--- config.mk ---
export PLATFORM = sky130hd
export DESIGN_NAME = sync_frame_tx
export DESIGN_NICKNAME = d
export VERILOG_FILES = /design/src/rtl/sync_frame_tx.sv
export SDC_FILE = /design/constraint.sdc
export NUM_CORES = 1
export LEC_CHECK = 0
export CAP_MARGIN = 0
export CORE_MARGIN = 8
export CORE_UTILIZATION = 35
export CTS_BUF_LIST = sky130_fd_sc_hd__clkbuf_4 sky130_fd_sc_hd__clkbuf_8 sky130_fd_sc_hd__clkbuf_16
export CTS_CLUSTER_SIZE = 40
export DETAILED_ROUTE_END_ITERATION = 7
export GPL_ROUTABILITY_DRIVEN = 0
export GPL_TIMING_DRIVEN = 0
export MAX_ROUTING_LAYER = met4
export PLACE_DENSITY = 0.53
export SLEW_MARGIN = 40
export SYNTH_ARGS = -nofsm -noshare
export SYNTH_HDL_FRONTEND = slang
export SYNTH_SLANG_ARGS = --single-unit
--- constraint.sdc ---
create_clock -name clk -period 2.1 [get_ports clk]
set_input_delay 0.315 -clock clk [delete_from_list [all_inputs] [get_ports clk]]
set_output_delay 0.315 -clock clk [all_outputs]
set_load 0.01 [all_outputs]
--- src/rtl/sync_frame_tx.sv ---
// Serial frame transmitter for the sync-word link.
// Each frame carries SYNC_PATTERN followed by FRAME_WORDS payload words,
// all shifted out MSB-first with dout_valid qualifying every line bit.
// All line-side outputs are registered; in_ready is decoded from the state.
module sync_frame_tx #(
    parameter int unsigned          SYNC_LEN     = 4,
    parameter logic [SYNC_LEN-1:0]  SYNC_PATTERN = 4'b1011,
    parameter int unsigned          DATA_W       = 8,
    parameter int unsigned          FRAME_WORDS  = 2,
    parameter logic                 IDLE_BIT     = 1'b0
) (
    input  logic              clk,
    input  logic              rstn,
    input  logic              in_valid,
    input  logic [DATA_W-1:0] in_data,
    output logic              in_ready,
    output logic              dout,
    output logic              dout_valid,
    output logic              busy,
    output logic              frame_done,
    output logic [7:0]        frame_count
);

    localparam int unsigned MAX_W  = (SYNC_LEN > DATA_W) ? SYNC_LEN : DATA_W;
    localparam int unsigned CNT_W  = (MAX_W > 1) ? $clog2(MAX_W) : 1;
    localparam int unsigned WIDX_W = $clog2(FRAME_WORDS) + 1;

    localparam logic [CNT_W-1:0]  SYNC_LAST = CNT_W'(SYNC_LEN - 1);
    localparam logic [CNT_W-1:0]  DATA_LAST = CNT_W'(DATA_W - 1);
    localparam logic [WIDX_W-1:0] WORD_LAST = WIDX_W'(FRAME_WORDS - 1);

    typedef enum logic [2:0] {
        ST_IDLE  = 3'd0,
        ST_SYNC  = 3'd1,
        ST_DATA  = 3'd2,
        ST_STALL = 3'd3,
        ST_GAP   = 3'd4
    } state_e;

    state_e              state_q,       state_d;
    logic [CNT_W-1:0]    bit_cnt_q,     bit_cnt_d;
    logic [WIDX_W-1:0]   word_idx_q,    word_idx_d;
    logic [DATA_W-1:0]   shift_q,       shift_d;
    logic                dout_q,        dout_d;
    logic                dout_valid_q,  dout_valid_d;
    logic                busy_q,        busy_d;
    logic                frame_done_q,  frame_done_d;
    logic [7:0]          frame_count_q, frame_count_d;

    logic                in_ready_s;
    logic                more_words_s;
    logic [SYNC_LEN-1:0] sync_word_s;

    assign more_words_s = (word_idx_q < WORD_LAST);

    // Next-state, counter and shift-register control; also decodes in_ready.
    always_comb begin
        state_d    = state_q;
        bit_cnt_d  = bit_cnt_q;
        word_idx_d = word_idx_q;
        shift_d    = shift_q;
        in_ready_s = 1'b0;
        case (state_q)
            ST_IDLE: begin
                in_ready_s = 1'b1;
                if (in_valid) begin
                    state_d    = ST_SYNC;
                    shift_d    = in_data;
                    word_idx_d = '0;
                    bit_cnt_d  = '0;
                end else begin
                    state_d    = ST_IDLE;
                end
            end
            ST_SYNC: begin
                if (bit_cnt_q == SYNC_LAST) begin
                    state_d   = ST_DATA;
                    bit_cnt_d = '0;
                end else begin
                    bit_cnt_d = bit_cnt_q + CNT_W'(1);
                end
            end
            ST_DATA: begin
                if (bit_cnt_q == DATA_LAST) begin
                    bit_cnt_d = '0;
                    if (more_words_s) begin
                        // Offer the next word exactly while its predecessor's last bit is on the line.
                        in_ready_s = 1'b1;
                        if (in_valid) begin
                            shift_d    = in_data;
                            word_idx_d = word_idx_q + WIDX_W'(1);
                        end else begin
                            state_d    = ST_STALL;
                        end
                    end else begin
                        state_d = ST_GAP;
                    end
                end else begin
                    shift_d   = shift_q << 1;
                    bit_cnt_d = bit_cnt_q + CNT_W'(1);
                end
            end
            ST_STALL: begin
                in_ready_s = 1'b1;
                if (in_valid) begin
                    state_d    = ST_DATA;
                    shift_d    = in_data;
                    word_idx_d = word_idx_q + WIDX_W'(1);
                    bit_cnt_d  = '0;
                end else begin
                    state_d    = ST_STALL;
                end
            end
            ST_GAP: begin
                state_d = ST_IDLE;
            end
            default: begin
                state_d    = ST_IDLE;
                bit_cnt_d  = '0;
                word_idx_d = '0;
                shift_d    = '0;
            end
        endcase
    end

    // Output pre-computation from the next state so the registered line bit lines up with it.
    always_comb begin
        sync_word_s  = SYNC_PATTERN << bit_cnt_d;
        dout_d       = IDLE_BIT;
        dout_valid_d = 1'b0;
        case (state_d)
            ST_SYNC: begin
                dout_d       = sync_word_s[SYNC_LEN-1];
                dout_valid_d = 1'b1;
            end
            ST_DATA: begin
                dout_d       = shift_d[DATA_W-1];
                dout_valid_d = 1'b1;
            end
            default: begin
                dout_d       = IDLE_BIT;
                dout_valid_d = 1'b0;
            end
        endcase
        busy_d       = (state_d != ST_IDLE);
        frame_done_d = (state_d == ST_GAP);
        if ((state_d == ST_GAP) && (state_q != ST_GAP)) begin
            frame_count_d = frame_count_q + 8'd1;
        end else begin
            frame_count_d = frame_count_q;
        end
    end

    // State, datapath and output registers; async reset discards any partial frame.
    always_ff @(posedge clk or negedge rstn) begin
        if (!rstn) begin
            state_q       <= ST_IDLE;
            bit_cnt_q     <= '0;
            word_idx_q    <= '0;
            shift_q       <= '0;
            dout_q        <= IDLE_BIT;
            dout_valid_q  <= 1'b0;
            busy_q        <= 1'b0;
            frame_done_q  <= 1'b0;
            frame_count_q <= 8'd0;
        end else begin
            state_q       <= state_d;
            bit_cnt_q     <= bit_cnt_d;
            word_idx_q    <= word_idx_d;
            shift_q       <= shift_d;
            dout_q        <= dout_d;
            dout_valid_q  <= dout_valid_d;
            busy_q        <= busy_d;
            frame_done_q  <= frame_done_d;
            frame_count_q <= frame_count_d;
        end
    end

    assign in_ready    = in_ready_s;
    assign dout        = dout_q;
    assign dout_valid  = dout_valid_q;
    assign busy        = busy_q;
    assign frame_done  = frame_done_q;
    assign frame_count = frame_count_q;

endmodule
==> impl_metrics.tcl, run 1 <==
set metrics [dict create \
    outcome "finished, final reports clean" \
    clockBufferDepth 2 \
    cts_buffers 3 \
    synth_xor_area_share_pct 4.020 \
    cp.required_ps 1780 \
    initial_core_util_pct 35.77 \
    postSynthCellCount 135 \
    regArea_sq_um 700.7 \
    slew_headroom_pct 57.92 \
    drt.antenna.violating_nets 0 \
    rows 24 \
    antenna_found_initial 0 \
    synth_top_family_by_area "compound AO/OA/AOI/OAI gates" \
    hold_class "in -> async" \
    nFillCells 406 \
    multi_input_area_sq_um 800.8 \
    layout_common_cells "28 x dfrtp_1, 21 x clkdlybuf4s50_1, 11 x inv_1, 7 x a21o_1, 7 x a22o_1" \
    grt_overflow 0 \
    fin_skew_ps 1.459 \
    netlist_area_sq_mm 0.001525 \
    hold_viol_final 0 \
    drtIter0Drc 94 \
    max_stage_delay_ps 410 \
    rsz0062_at_grt "no" \
    synthAdderAreaFrac_pct 5.742 \
    placed_cells 210 \
    yosys.cell_types.count 49 \
    critPathArrivalTime_ps 1660 \
    start_kind "register" \
    synth.net_count 153 \
    final_common_cell "dfrtp_1" \
    r2r_slack_ps 160 \
    dr.pass1.iters 4 \
    drive_above_1_share_pct 15.85 \
    powerDensity_mw_per_mm2 1239 \
    place_hpwl_um 2428 \
    clock-sinks 28 \
    wire_per_inst_um 15.35 \
    grt_pass1_vias 1199 \
    peakVddDrop_mv 0.4538 \
    end_kind "output pin" \
    r2r_end "dout$_DFF_PN0_" \
    grt_use_total_pct 10.75 \
    die_w_um 82.02 \
    htree_levels 1 \
    clk_pin_slew_ps 90 \
    die_area_sq_mm 0.006726 \
    rr_startpoint "bit_cnt_q[0]$_DFF_PN0_" \
    drv_slew 0 \
    clk_latency_ps 270 \
    cts_tree "yes" \
    ys_async_sr_fraction_pct 100.0 \
    die-height_um 82.02 \
    synth_compound_area_share_pct 21.41 \
    grt_max_degree 29 \
    fmax_ghz 0.5051 \
    path_cells "ha_4, ha_4, nand2_2, a211oi_4, dlygate4sd2_1" \
    yosys.area_share.simple_pct 14.77 \
    synthMuxAreaShare_pct 3.445 \
    r2r_cells 6 \
    diodes 0 \
    maxCapViolCount 0 \
    crit_fanout 5 \
    synth_ff_type "dfrtp_1" \
    drt_drc_violations_left 0 \
    ys_seq_area_share_pct 45.94 \
    finalNetCount 183 \
    ys_ff_latch 28 \
    coreArea_sq_mm 0.004264 \
    wl_um 3315 \
    io_buffers 23 \
    cts_root_buffer "clkbuf_8" \
    setup_viol 0 \
    pin_count 24 \
    finalNonFillerCells 216 \
    tightest_slew_ps 631.2 \
    critical_path_class "reg -> out" \
    utilization_pct 45.31 \
    fin_crit_sh_pct 94.27 \
    via_per_inst 5.315 \
    grt_first_pass_wirelength_um 5630 \
    cpMostUsedCell "ha_4" \
    num_vias 1148 \
    fin_crit_ps 1980 \
    cellLeakagePower_uw 0.0008749 \
    synth-edff-count 0 \
    syn_to_final_growth_pct 26.66 \
    yosysWarnings 0 \
    postSynthAreaPerCell_sq_um 11.30 \
    slowest_stage "dfrtp_1" \
]
-- cells by family after synthesis --
group                      after synthesis
DFF                                     28
buffers and inverters                   14
muxes                                    5
AOI/OAI and AO/OA                       39
xor gates and xnor gates                 7
and+or+nand+nor                         35
adders and majority gates                7
-- stage by stage --
step           hold slack, ps  area [sq um]  setup WS, ps  setup TNS [ps]  power, uW
6_report                50.88          1932         120.4               0       2393
5_1_grt                 101.1          1932         27.56               0       2569
4_1_cts                 74.32          1904         29.26               0       2468
3_5_place_dp            382.0          1815        -263.9          -323.4       2063
3_3_place_gp            458.0          1821        -223.0          -242.0       2028
2_1_floorplan           19.41          1525         161.3               0       1704
-- synth_stat cells (3+ instances only) --
cell     instances  area (sq um)
a21o_1           7         52.55
a22o_1           7         61.31
dfrtp_1         28         700.7
ha_1             7         87.58
inv_1           11         41.29
mux2i_1          3         30.03
nand2_1          6         22.52
nand3_1          6         30.03
nor2_1           4         15.01
o21ai_0          6         30.03
xnor2_1          6         52.55
-- repair_timing --
action                                  in CTS  in global routing
pin swaps                                    1                  0
hold buffers                                 0                  0
endpoints found under the setup margin       3                  1
resized for setup                            7                  2
buffers inserted                             1                  1
-- routing by layer --
| layer | vias to the layer above | global-route usage (%) | part of all wire (%) | wire length (um) |
|---|---|---|---|---|
| li1 | 554 | - | - | - |
| met1 | 572 | 13.72 | 47 | 1574 |
| met2 | 17 | 17.05 | 49 | 1628 |
| met3 | 5 | 2.079 | 2.5 | 84 |
| met4 | 0 | 2.632 | 0.84 | 28 |
| met5 | - | - | 0 | 0 |
-- final cells by class --
type,count,share of cell area (%)
Buffer,3,1.554
Clock buffer,4,2.850
Inverter,11,2.137
Multi-Input combinational cell,93,41.45
Sequential cell,28,36.27
Tap cell,52,3.368
Timing Repair Buffer,25,12.37
-- flip-flops by register name, indices dropped and copies added (netlist names) --
register / cells
frame_count: 8
shift_q: 8
bit_cnt_q: 3
state_q: 3
word_idx_q: 2
busy: 1
dout: 1
dout_valid: 1
frame_done: 1
-- how the worst max path moves through the flow --
stage,start,end,slack (ps),depth (start not counted)
global placement,bit_cnt_q[0]$_DFF_PN0_,in_ready,-220,5
floorplan,bit_cnt_q[0]$_DFF_PN0_,shift_q[0]$_DFFE_PN0P_,160,6
global route,bit_cnt_q[0]$_DFF_PN0_,in_ready,30,5
detailed placement,bit_cnt_q[0]$_DFF_PN0_,in_ready,-260,5
CTS,bit_cnt_q[0]$_DFF_PN0_,in_ready,30,5
finish,bit_cnt_q[0]$_DFF_PN0_,in_ready,120,5
-- critical path: cells and delay by family, from the launching register on --
kind	cells	cell delay, ps
buf+inv	1	300
fa+ha+maj	2	350
simple gates	1	100
flops	1	410
compound gates	1	240
-- power breakdown --
group | switching, uW | internal (uW)
registers | 131 | 707
logic | 580 | 643
clock network | 164 | 168
total | 875 | 1520
Note: power is estimated with default switching activity, not from simulation.
==> inputs of run 2 (changes only) <==
--- a/config.mk
+++ b/config.mk
@@ -15,7 +15,7 @@
 export GPL_TIMING_DRIVEN = 0
 export MAX_ROUTING_LAYER = met4
 export PLACE_DENSITY = 0.53
-export SLEW_MARGIN = 40
+export SLEW_MARGIN = 20
 export SYNTH_ARGS = -nofsm -noshare
 export SYNTH_HDL_FRONTEND = slang
 export SYNTH_SLANG_ARGS = --single-unit
==> results of run 2 <==
The final DEF is identical to that of run 1; final timing and power are the same.
